File: src/rtl/psg_register_writer.sv
// SN76489-style latch/data byte decoder for the PSG control registers.
// A valid/ready handshake with a programmable busy window stands in for the chip's READY pin.
module psg_register_writer #(
    parameter int ATTENUATION_CONTROL_BITS = 4,
    parameter int FREQUENCY_COUNTER_BITS   = 10,
    parameter int NOISE_CONTROL_BITS       = 3,
    parameter int BUSY_CYCLES              = 32
) (
    input  logic                                  clk,
    input  logic                                  reset,
    input  logic [7:0]                            wr_data,
    input  logic                                  wr_valid,
    output logic                                  wr_ready,
    output logic [4*ATTENUATION_CONTROL_BITS-1:0] attn_o,
    output logic [3*FREQUENCY_COUNTER_BITS-1:0]   tone_freq_o,
    output logic [NOISE_CONTROL_BITS-1:0]         noise_ctrl_o,
    output logic                                  noise_lfsr_reset,
    output logic [2:0]                            latched_reg_o
);
    localparam int AW = ATTENUATION_CONTROL_BITS;
    localparam int FW = FREQUENCY_COUNTER_BITS;
    localparam int NW = NOISE_CONTROL_BITS;
    localparam int CW = (BUSY_CYCLES > 1) ? $clog2(BUSY_CYCLES) : 1;

    typedef enum logic {IDLE, BUSY} state_t;

    typedef struct packed {
        logic [1:0] chan;
        logic       is_attn;
    } latch_t;

    state_t             state_q, state_d;
    logic [CW-1:0]      busy_cnt_q, busy_cnt_d;
    logic [3:0][AW-1:0] attn_q, attn_d;
    logic [2:0][FW-1:0] tone_q, tone_d;
    logic [NW-1:0]      noise_q, noise_d;
    latch_t             latch_q, latch_d;
    logic               lfsr_rst_q, lfsr_rst_d;
    latch_t             target;
    logic               xfer;

    assign wr_ready = (state_q == IDLE);
    assign xfer     = wr_valid && wr_ready;

    // Busy window: counter is loaded with N-1 so ready stays low for exactly N cycles.
    always_comb begin
        state_d    = state_q;
        busy_cnt_d = busy_cnt_q;
        case (state_q)
            IDLE: begin
                if (xfer && (BUSY_CYCLES > 0)) begin
                    state_d    = BUSY;
                    busy_cnt_d = CW'(BUSY_CYCLES - 1);
                end
            end
            BUSY: begin
                if (busy_cnt_q == '0) begin
                    state_d = IDLE;
                end else begin
                    busy_cnt_d = busy_cnt_q - CW'(1);
                end
            end
            default: state_d = IDLE;
        endcase
    end

    // A latch byte retargets first, so both byte kinds share the same register write path.
    always_comb begin
        attn_d     = attn_q;
        tone_d     = tone_q;
        noise_d    = noise_q;
        latch_d    = latch_q;
        lfsr_rst_d = 1'b0;
        target     = latch_q;
        if (xfer) begin
            if (wr_data[7]) begin
                target  = {wr_data[6:5], wr_data[4]};
                latch_d = target;
            end
            if (target.is_attn) begin
                attn_d[target.chan] = AW'(wr_data[3:0]);
            end else if (target.chan == 2'd3) begin
                noise_d    = NW'(wr_data[2:0]);
                lfsr_rst_d = 1'b1;
            end else if (wr_data[7]) begin
                tone_d[target.chan][3:0] = wr_data[3:0];
            end else begin
                tone_d[target.chan] = {(FW-4)'(wr_data[5:0]), tone_q[target.chan][3:0]};
            end
        end
    end

    always_ff @(posedge clk) begin
        if (reset) begin
            state_q    <= IDLE;
            busy_cnt_q <= '0;
            attn_q     <= '1;
            tone_q     <= '0;
            noise_q    <= '0;
            latch_q    <= '0;
            lfsr_rst_q <= 1'b0;
        end else begin
            state_q    <= state_d;
            busy_cnt_q <= busy_cnt_d;
            attn_q     <= attn_d;
            tone_q     <= tone_d;
            noise_q    <= noise_d;
            latch_q    <= latch_d;
            lfsr_rst_q <= lfsr_rst_d;
        end
    end

    assign attn_o           = attn_q;
    assign tone_freq_o      = tone_q;
    assign noise_ctrl_o     = noise_q;
    assign noise_lfsr_reset = lfsr_rst_q;
    assign latched_reg_o    = latch_q;

endmodule

File: config.mk
export PLATFORM = sky130hd
export DESIGN_NAME = psg_register_writer
export DESIGN_NICKNAME = d
export VERILOG_FILES = /design/src/rtl/psg_register_writer.sv
export SDC_FILE = /design/constraint.sdc
export NUM_CORES = 1
export LEC_CHECK = 0
export ABC_AREA = 1
export BUFFER_PORTS_ARGS = -buffer_cell sky130_fd_sc_hd__buf_2
export CELL_PAD_IN_SITES_DETAIL_PLACEMENT = 1
export CELL_PAD_IN_SITES_GLOBAL_PLACEMENT = 2
export CORE_UTILIZATION = 31
export DETAILED_ROUTE_END_ITERATION = 6
export MAX_ROUTING_LAYER = met4
export PLACE_DENSITY = 0.91
export SYNTH_ARGS = -nofsm -noshare
export SYNTH_HDL_FRONTEND = slang
export SYNTH_SLANG_ARGS = --single-unit
File: constraint.sdc
create_clock -name clk -period 3.5 [get_ports clk]
set_clock_uncertainty 0.05 [all_clocks]
set_input_delay 0.175 -clock clk [delete_from_list [all_inputs] [get_ports clk]]
set_output_delay 0.175 -clock clk [all_outputs]
set_load 0.1 [all_outputs]
==> impl_metrics.ini, run 1 <==
[finish]
finalNonFillerCells = 538
final_cell_area_sq_mm = 0.00324
drive_gt1_share_pct = 24.2
final_nets = 440
diodes = 0
area_delta_synth_final_pct = 24.0

[status]
status = complete, no violations

[critical_path]
r2r-start = state_q
reg2reg_depth = 6
cp-end-kind = register
critPathMaxFanout = 11
crit_start = state_q
endpoint = tone_freq_o[8]
arrival_ps = 1990
r2r_end = tone_freq_o[8]
crit_type = register to register
startpoint_type = register
reg2reg_slack_ps = 1700
cp.required_ps = 3690

[placement]
dpl_cell_area_sq_mm = 0.00301
place_inst = 522
portBuffers = 64
dp_hpwl_um = 5750
place_congestion = 0.874

[grt]
grt_max_degree = 50
antenna_found_initial = 0
grt-ovfl-total = 0
grt_pass1_vias = 2553
grt_first_pass_wirelength_um = 12700
grt.total_usage_pct = 19.4

[logic_synthesis]
synth_nets = 374
ys_warn_count = 0
syn_area_sq_mm = 0.00261
synth-seq-cells = 59
ys_types = 26
yosysSeqAreaShare_pct = 45.3
avgSynthCellArea_sq_um = 7.21
syn_inst = 362

[cts]
cts_setup_buffers = 0
cts_buffer_depth = 2
cts_buffers = 9
cts_tree = yes
clock_sinks = 59
root_buffer = clkbuf_8
ctsHoldBuffers = 0
ctsResizeCount = 0
htreeDepth = 3
clk_pin_slew_worst_paths_ps = 80
clk_latency_ps = 340

[detailed_routing]
drc = 0
vias = 2542
wl_um = 7750
wl_per_cell_um = 14.4
drt-initial-drc-count = 94
dr.pass1.iters = 4
ant_nets = 0
avgViaCountPerCell = 4.72

[timing]
slew_headroom_pct = 52.2
fin_crit_sh_pct = 51.5
rsz0062_at_grt = no
whs_ps = 100
worstMarginPinSlew_ps = 714
layout_min_cycle_time_ps = 1800
hold_violations = 0
finalSetupTns_ps = 0
setup_violations = 0
fmax_ghz = 0.555
slew_viol_final = 0

[power_and_ir_drop]
irDropWorstVdd_uv = 248
cellPowerDensity_mw_per_mm2 = 571
p_leak_nw = 1.63

[min_path]
hold_class = input pin to register
holdPathStages = 3

[floorplan]
die_area_sq_mm = 0.00879
num_rows = 33
die-width_um = 93.8
fp.coreArea_sq_mm = 0.00818
die_y_um = 93.8
initial_utilization_pct = 31.9
io-pin-count = 65

[flow_run]
maxCapViolations = 0
worst max-delay path: stages (launching register included):
cell and delay, ps:
dfxtp_1 410, nor2_8 220, nand3_4 130, nor2_1 570, inv_1 140, nor2_1 120
nor2_1 50
layout by cell type (no fill, tap or decap), types with 2 or more instances in the layout:
cell type	instances
o211ai_1	12
dfxtp_1	59
buf_2	64
inv_1	38
a21oi_1	32
clkinv_2	2
clkinvlp_4	2
nand2_4	2
nor2_1	36
inv_2	4
nand3_1	31
o21ai_0	24
nand3b_1	2
nand2_2	10
nor2_4	2
clkbuf_8	10
nand4_1	2
bufinv_16	2
nand2_1	90
layout make-up:
| cell class | count | area, sq um |
|---|---|---|
| Multi-Input combinational cell | 249 | 1200 |
| Sequential cell | 59 | 1180 |
| Fill cell | 1078 | 4940 |
| Clock inverter | 6 | 88.8 |
| Clock buffer | 10 | 138 |
| Tap cell | 105 | 131 |
| Inverter | 44 | 169 |
| Timing Repair Buffer | 65 | 328 |
power breakdown:
part	internal [mW]	total, mW	switching, mW
logic	0.0749	0.409	0.334
registers	0.705	0.728	0.0229
clock network	0.420	0.710	0.291
worst min path at each step:
stage	start	to	slack, ps
after floorplan	wr_data[4]	tone_freq_o[8]	260
after global placement	attn_o[3]	attn_o[3]	390
after detailed placement	attn_o[3]	attn_o[3]	390
after CTS	wr_data[4]	tone_freq_o[8]	80
after global routing	wr_data[1]	tone_freq_o[15]	110
final	wr_data[4]	tone_freq_o[8]	100
registers in the layout (all words and copies together) (netlist names):
name / flops
tone_freq_o: 30
attn_o: 16
busy_cnt_q: 5
latched_reg_o: 3
noise_ctrl_o: 3
noise_lfsr_reset: 1
state_q: 1
synth_stat cells:
cell type	number	area (sq um)
a21oi_1	32	160
buf_2	2	10.0
buf_4	1	7.51
buf_6	2	22.5
clkbuf_1	5	18.8
clkinv_2	1	5.00
dfxtp_1	59	1180
ha_1	1	12.5
inv_1	38	143
inv_2	4	15.0
inv_4	1	6.26
nand2_1	90	338
nand2_2	10	62.6
nand2_4	2	22.5
nand3_1	31	155
nand3_4	1	17.5
nand3b_1	2	15.0
nand4_1	2	12.5
nor2_1	36	135
nor2_2	1	6.26
nor2_4	2	22.5
nor2_8	1	20.0
nor3_1	1	5.00
o211ai_1	12	90.1
o21ai_0	24	120
or2_2	1	6.26
per-stage QoR:
stage                     setup WS [ps]  utilization, %  total power, mW
after floorplan                    1400               -             1.07
after global placement             1800            36.8             1.15
after detailed placement           1710            36.8             1.15
after CTS                          1700            39.6             1.87
after global routing               1500            39.6             1.93
final                              1700            39.6             1.85
per-layer routing:
layer,part of all wire (%),vias to the layer above,GRT usage [%]
met5,0,-,-
li1,-,1296,-
met4,1.4,0,6.92
met3,4.0,10,3.64
met2,45,54,30.7
met1,49,1182,24.7
cells by family after synthesis:
family                   Yosys count  synth area share [%]
AND/OR/NAND/NOR                  180                  31.4
AO/OA/AOI/OAI                     68                  14.2
flip-flops                        59                  45.3
buffers and inverters             54                  8.72
adder cells (fa/ha/maj)            1                 0.479
(Power assumes the default switching activity.)
==> run 2: changes to the inputs <==
--- a/config.mk
+++ b/config.mk
@@ -5,14 +5,14 @@
 export SDC_FILE = /design/constraint.sdc
 export NUM_CORES = 1
 export LEC_CHECK = 0
-export ABC_AREA = 1
+export ABC_AREA = 0
 export BUFFER_PORTS_ARGS = -buffer_cell sky130_fd_sc_hd__buf_2
 export CELL_PAD_IN_SITES_DETAIL_PLACEMENT = 1
 export CELL_PAD_IN_SITES_GLOBAL_PLACEMENT = 2
-export CORE_UTILIZATION = 31
+export CORE_UTILIZATION = 28
 export DETAILED_ROUTE_END_ITERATION = 6
 export MAX_ROUTING_LAYER = met4
-export PLACE_DENSITY = 0.91
+export PLACE_DENSITY = 0.81
 export SYNTH_ARGS = -nofsm -noshare
 export SYNTH_HDL_FRONTEND = slang
 export SYNTH_SLANG_ARGS = --single-unit
==> constraint.sdc (replaced) <==
create_clock -name clk -period 1.55 [get_ports clk]
set_clock_uncertainty 0.05 [all_clocks]
set_input_delay 0.0775 -clock clk [delete_from_list [all_inputs] [get_ports clk]]
set_output_delay 0.0775 -clock clk [all_outputs]
set_load 0.1 [all_outputs]
==> run 2 against run 1 <==
  * The run now ends with negative setup slack left
  * Die area grew 5.7%
  * Sequential power grew 120%
  * Setup slack worse by 1700 ps
  * Via count fell by 14%
  * Non-clock buffer count up 26
  * Critical endpoint is now tone_freq_o[25]
  * Largest cell class unchanged
==> impl_metrics.ini, run 2 <==
[logic_synthesis]
ys_warn_count = 0
yosysTopAreaCell = dfxtp_1
avgSynthCellArea_sq_um = 9.82
syn_area_sq_mm = 0.00249
synth.area.top_cells = dfxtp_1 (47%), mux2i_1 (16%), nand2b_1 (7.8%), nor2_1 (4.1%), a21oi_1 (3.0%)
synth_edf_count = 0
ys.flop_type = dfxtp_1
ys_types = 38
yosysSeqAreaShare_pct = 47.3
synth_commonest_cells = dfxtp_1 (59), mux2i_1 (41), nand2b_1 (31), nor2_1 (27), a21oi_1 (15)
synth_nets = 266
synth.top_cell.area_share_pct = 47.3
syn_inst = 254
synthArstFlopShare_pct = 0
synth-seq-cells = 59
yosysMostFrequentCell = dfxtp_1

[finish]
ff_latch_area_sq_mm = 0.00120
fillers = 1007
post-route-util_pct = 39.3
diodes = 0
drive_gt1_share_pct = 39.1
finalNonFillerCells = 451
largest_register_ffs = 30
area_delta_synth_final_pct = 36.6
final_common_cell = buf_2
final_nets = 350
final_cell_mix = buf_2 (64), dfxtp_1 (53), mux2i_1 (41)
multi_input_area_sq_mm = 0.00132

[power_and_ir_drop]
irDropWorstVdd_uv = 312
p_int_mw = 2.63
p_leak_nw = 1.48
clockPowerShare_pct = 38.4
p_comb_share_pct = 19.3
p_seq_share_pct = 42.3
switchingPower_mw = 1.18
cellPowerDensity_mw_per_mm2 = 1120
switching_share_pct = 30.9

[critical_path]
cp-end-kind = register
reg2reg_depth = 3
arrival_ps = 1760
endpoint = tone_freq_o[25]
r2r-start = state_q
critPathMaxFanout = 6
crit_type = register to register
reg2reg_slack_ps = -40
cp.required_ps = 1730
r2r_end = tone_freq_o[25]
crit_start = state_q
startpoint_type = register

[min_path]
holdPathStages = 3
hold_class = input pin to register

[floorplan]
die_y_um = 96.4
num_rows = 34
fp.coreArea_sq_mm = 0.00868
die_area_sq_mm = 0.00929
die-width_um = 96.4
initial_utilization_pct = 28.7
io-pin-count = 65

[grt]
antenna_found_initial = 0
grt-ovfl-total = 0
grt_pass1_vias = 2267
grt.total_usage_pct = 17.3
grt_first_pass_wirelength_um = 11400
grt_max_degree = 34

[detailed_routing]
met2_length_um = 3460
top_layer = met4
drc = 0
met3_length_um = 318
avgViaCountPerCell = 4.82
wl_um = 7170
ant_nets = 0
wl_met1_um = 3210
wl_per_cell_um = 15.9
vias = 2175
drt-initial-drc-count = 45
dr.pass1.iters = 4

[status]
status = finished with violations
violations = negative setup slack

[timing]
hold_violations = 0
fmax_ghz = 0.630
whs_ps = 12.4
finalSetupTns_ps = -185
layout_setup_ws_ps = -37.8
worstMarginPinSlew_ps = 803
slew_headroom_pct = 44.9
setup_violations = 6
fin_crit_sh_pct = 102
layout_min_cycle_time_ps = 1590
rsz0062_at_grt = yes
slew_viol_final = 0

[placement]
portBuffers = 64
pre_cts_ws_ps = -47.7
dp_hpwl_um = 5210
place_congestion = 0.758
place_inst = 433

[cts]
root_buffer = clkbuf_8
clk_latency_ps = 340
ctsHoldBuffers = 0
cts_buffers = 9
clock_sinks = 59
htreeDepth = 3
cts_tree = yes
cts_buffer_depth = 2
clk_pin_slew_worst_paths_ps = 70

[flow_run]
maxCapViolations = 0
## run 2: cell types whose count changed in the layout (fill, tap and decap cells not counted), sizes merged, moves of 17 or more
cell | before | now
nand2 | 102 | 2
inv | 43 | 2
mux2i | 0 | 41
nand2b | 0 | 31
buf | 65 | 91
nand3 | 32 | 12
a21oi | 32 | 15
## run 2: stage by stage
stage          area, sq um  total power, mW
5_1_grt               3410             3.97
2_1_floorplan         2610             2.18
3_5_place_dp          3160             2.36
3_3_place_gp          3160             2.35
6_report              3410             3.80
4_1_cts               3380             3.84
## run 2: kinds of logic (layout without fill, tap and decap cells)
family,Yosys count,after routing,synth area share [%]
compound gates,36,36,8.88
mux,43,43,17.4
fa+ha+maj,1,1,0.501
flops,59,59,47.3
simple gates,94,94,22.4
buf+inv,21,110,3.56
## run 2: timing repair
item,CTS,global route
pin swaps,0,1
setup endpoints to repair,11,25
gates cloned,0,0
gates resized for setup,4,7
setup buffers,0,2
## run 2: power by group through the flow
| stage | combinational [mW] | clock (mW) | sequential [mW] |
|---|---|---|---|
| 6_report | 0.735 | 1.46 | 1.61 |
| 3_5_place_dp | 0.722 | 0 | 1.64 |
| 5_1_grt | 0.780 | 1.57 | 1.62 |
| 3_3_place_gp | 0.710 | 0 | 1.64 |
| 4_1_cts | 0.729 | 1.51 | 1.61 |
| 2_1_floorplan | 0.298 | 0 | 1.88 |
## run 2: routing by layer
metal,vias up,GRT usage (%)
li1,1057,-
met1,1050,20.2
met2,55,27.7
met3,13,3.44
met4,0,9.80
met5,-,-
## run 2: critical path, cell delays in order, from the launching register on
cell and delay [ps]:
dfxtp_2 320, or3b_4 380, or4b_4 570, mux2i_1 150
## run 2: area by class of cell
cell class	instances	share of cell area, %
Sequential cell	59	35.1
Clock inverter	4	1.40
Tap cell	108	3.96
Timing Repair Buffer	91	15.8
Inverter	3	0.441
Clock buffer	12	4.59
Multi-Input combinational cell	174	38.7
## run 2: worst min-delay path by stage
stage	startpoint	end	slack, ps
floorplan	wr_data[0]	tone_freq_o[14]	180
global placement	wr_data[4]	tone_freq_o[18]	360
detailed placement	wr_data[3]	tone_freq_o[17]	370
CTS	wr_data[3]	tone_freq_o[17]	7
global route	wr_data[0]	tone_freq_o[14]	20
finish	wr_data[0]	tone_freq_o[14]	10
==> run 3: changes to the inputs <==
--- a/config.mk
+++ b/config.mk
@@ -5,14 +5,14 @@
 export SDC_FILE = /design/constraint.sdc
 export NUM_CORES = 1
 export LEC_CHECK = 0
-export ABC_AREA = 0
+export ABC_AREA = 1
 export BUFFER_PORTS_ARGS = -buffer_cell sky130_fd_sc_hd__buf_2
 export CELL_PAD_IN_SITES_DETAIL_PLACEMENT = 1
 export CELL_PAD_IN_SITES_GLOBAL_PLACEMENT = 2
-export CORE_UTILIZATION = 28
+export CORE_UTILIZATION = 26
 export DETAILED_ROUTE_END_ITERATION = 6
 export MAX_ROUTING_LAYER = met4
-export PLACE_DENSITY = 0.81
+export PLACE_DENSITY = 0.82
 export SYNTH_ARGS = -nofsm -noshare
 export SYNTH_HDL_FRONTEND = slang
 export SYNTH_SLANG_ARGS = --single-unit
==> run 3 against run 2 <==
  * The run ends with negative hold slack left
  * Via count grew 22%
  * Die area grew 12%
  * Global-route usage shrank 0.13 points
  * Total power grew 4.3%
  * Non-clock buffer count shrank 17
  * Final cell count grew 27%
  * Critical path type is now register to output port
  * Largest cell class unchanged
==> impl_metrics.ini, run 3 (synthesis results as in run 1) <==
[power_and_ir_drop]
switchingPower_mw = 1.47
p_leak_nw = 1.67
irDropWorstVdd_uv = 344
switching_share_pct = 37.0
p_int_mw = 2.50
cellPowerDensity_mw_per_mm2 = 1180
clockPowerShare_pct = 34.1
p_comb_share_pct = 24.5
p_seq_share_pct = 41.4
report.power.total_mw = 3.97

[cts]
cts_buffers = 9
clk_pin_slew_worst_paths_ps = 70
clk_latency_ps = 340
cts_buffer_depth = 2
root_buffer = clkbuf_8
htreeDepth = 3
clock_sinks = 59
cts_tree = yes

[timing]
setup_violations = 0
whs_ps = -1.78
layout_min_cycle_time_ps = 1460
slew_viol_final = 0
slew_headroom_pct = 66.4
worstMarginPinSlew_ps = 508
rsz0062_at_grt = yes
fmax_ghz = 0.685
hold_violations = 1
fin_crit_sh_pct = 94.2

[grt]
grt_pass1_vias = 2570
grt_max_degree = 36
antenna_found_initial = 0
grt-ovfl-total = 0
grt.total_usage_pct = 17.1
grt_first_pass_wirelength_um = 12900

[floorplan]
die-width_um = 102
initial_utilization_pct = 26.8
die_y_um = 102
num_rows = 36
fp.coreArea_sq_mm = 0.00973
die_area_sq_mm = 0.0104
io-pin-count = 65

[flow_run]
maxCapViolations = 0

[finish]
drive_gt1_share_pct = 29.2
final_common_cell = nand2_1
diodes = 0
finalNonFillerCells = 575
fillers = 1238
largest_register_ffs = 30
post-route-util_pct = 34.5
area_delta_synth_final_pct = 28.4
final_cell_mix = nand2_1 (86), buf_2 (64), dfxtp_1 (52)
final_nets = 449
final_cell_area_sq_mm = 0.00335

[critical_path]
reg2reg_slack_ps = 140
arrival_ps = 1330
reg2reg_depth = 9
path_buf_inv = 3
startpoint_type = register
cp-end-kind = output port
critical_path.top_delay_family = buffers and inverters
r2r_end = tone_freq_o[8]
crit_type = register to output port
r2r-start = latched_reg_o[1]
crit_path_max_incr_delay_ps = 410
critPathMaxFanout = 5
cp.required_ps = 1420
path_cells = buf_4 -> inv_1 -> buf_2
cpMaxStageDelayCell = buf_2

[placement]
dp_hpwl_um = 6200
place_inst = 556
dpl_cell_area_sq_mm = 0.00311
place_congestion = 0.854
portBuffers = 64

[detailed_routing]
dr.pass1.iters = 4
drc = 0
avgViaCountPerCell = 4.63
drt-initial-drc-count = 75
wl_per_cell_um = 14.3
wl_um = 8200
ant_nets = 0
vias = 2662

[min_path]
timing.hold.worst_endpoint = tone_freq_o[28]
hold_class = input pin to register
holdPathStages = 3
hp-start = wr_data[4]

[status]
violations = negative hold slack
status = finished with violations
-- run 3: changes by cell type in the layout (fill, tap and decap cells not counted), sizes merged, moves of 12 or more --
cell and change:
nand2 +100, inv +41, mux2i -41, nand2b -31, nand3 +20, buf -18, a21oi +17, o21ai +14
nor2 +13, o211ai +12
-- run 3: power groups by stage --
stage / combinational, mW / sequential, mW / clock, mW
2_1_floorplan: 0.361 / 2.06 / 0
6_report: 0.971 / 1.64 / 1.35
3_5_place_dp: 0.954 / 1.68 / 0
4_1_cts: 0.960 / 1.64 / 1.39
5_1_grt: 1.04 / 1.65 / 1.46
3_3_place_gp: 0.939 / 1.68 / 0
-- run 3: area by class of cell --
cell class	instances	area [sq um]	area share [%]
repair buffers	74	398	11.9
well taps	133	166	4.96
clock inverters	4	22.5	0.672
flip-flops and latches	59	1200	35.7
multi-input cells	249	1230	36.8
inverters	44	169	5.04
clock buffers	12	166	4.96
-- run 3: tightest hold or removal path: stages --
cell	delay [ps]
buf_2	130
nor2_1	60
nor2_1	80
-- run 3: how the worst max path moves through the flow --
| stage | from | end | cells past startpoint |
|---|---|---|---|
| after floorplan | tone_freq_o[20] | tone_freq_o[20] | 6 |
| after global placement | busy_cnt_q[0] | busy_cnt_q[0] | 9 |
| after detailed placement | busy_cnt_q[0] | busy_cnt_q[0] | 9 |
| after CTS | latched_reg_o[1] | tone_freq_o[25] | 9 |
| after global routing | state_q | tone_freq_o[14] | 7 |
| final | state_q | wr_ready | 3 |
-- run 3: metrics by stage --
stage                     setup slack (ps)  hold slack, ps  setup TNS, ps
after detailed placement              48.7             364              0
after floorplan                       5.01             162              0
after CTS                             18.7            1.59              0
after global routing                 -3.19            13.1          -6.23
final                                 89.7           -1.78              0
after global placement                 110             358              0
-- run 3: what timing repair did --
action                                  CTS  global route
hold buffers                              1             0
endpoints found under the setup margin    0            32
setup buffers                             0             2
resized for setup                         0            13
endpoints found under the hold margin     1             0
-- run 3: per-layer routing --
layer  vias to the layer above  part of all wire [%]  track usage (%)
met5                         -                     0                -
met4                         0                   1.2             6.59
met3                        10                   4.4             3.21
met2                        74                    44             25.8
met1                      1256                    51             22.6
li1                       1322                     -                -
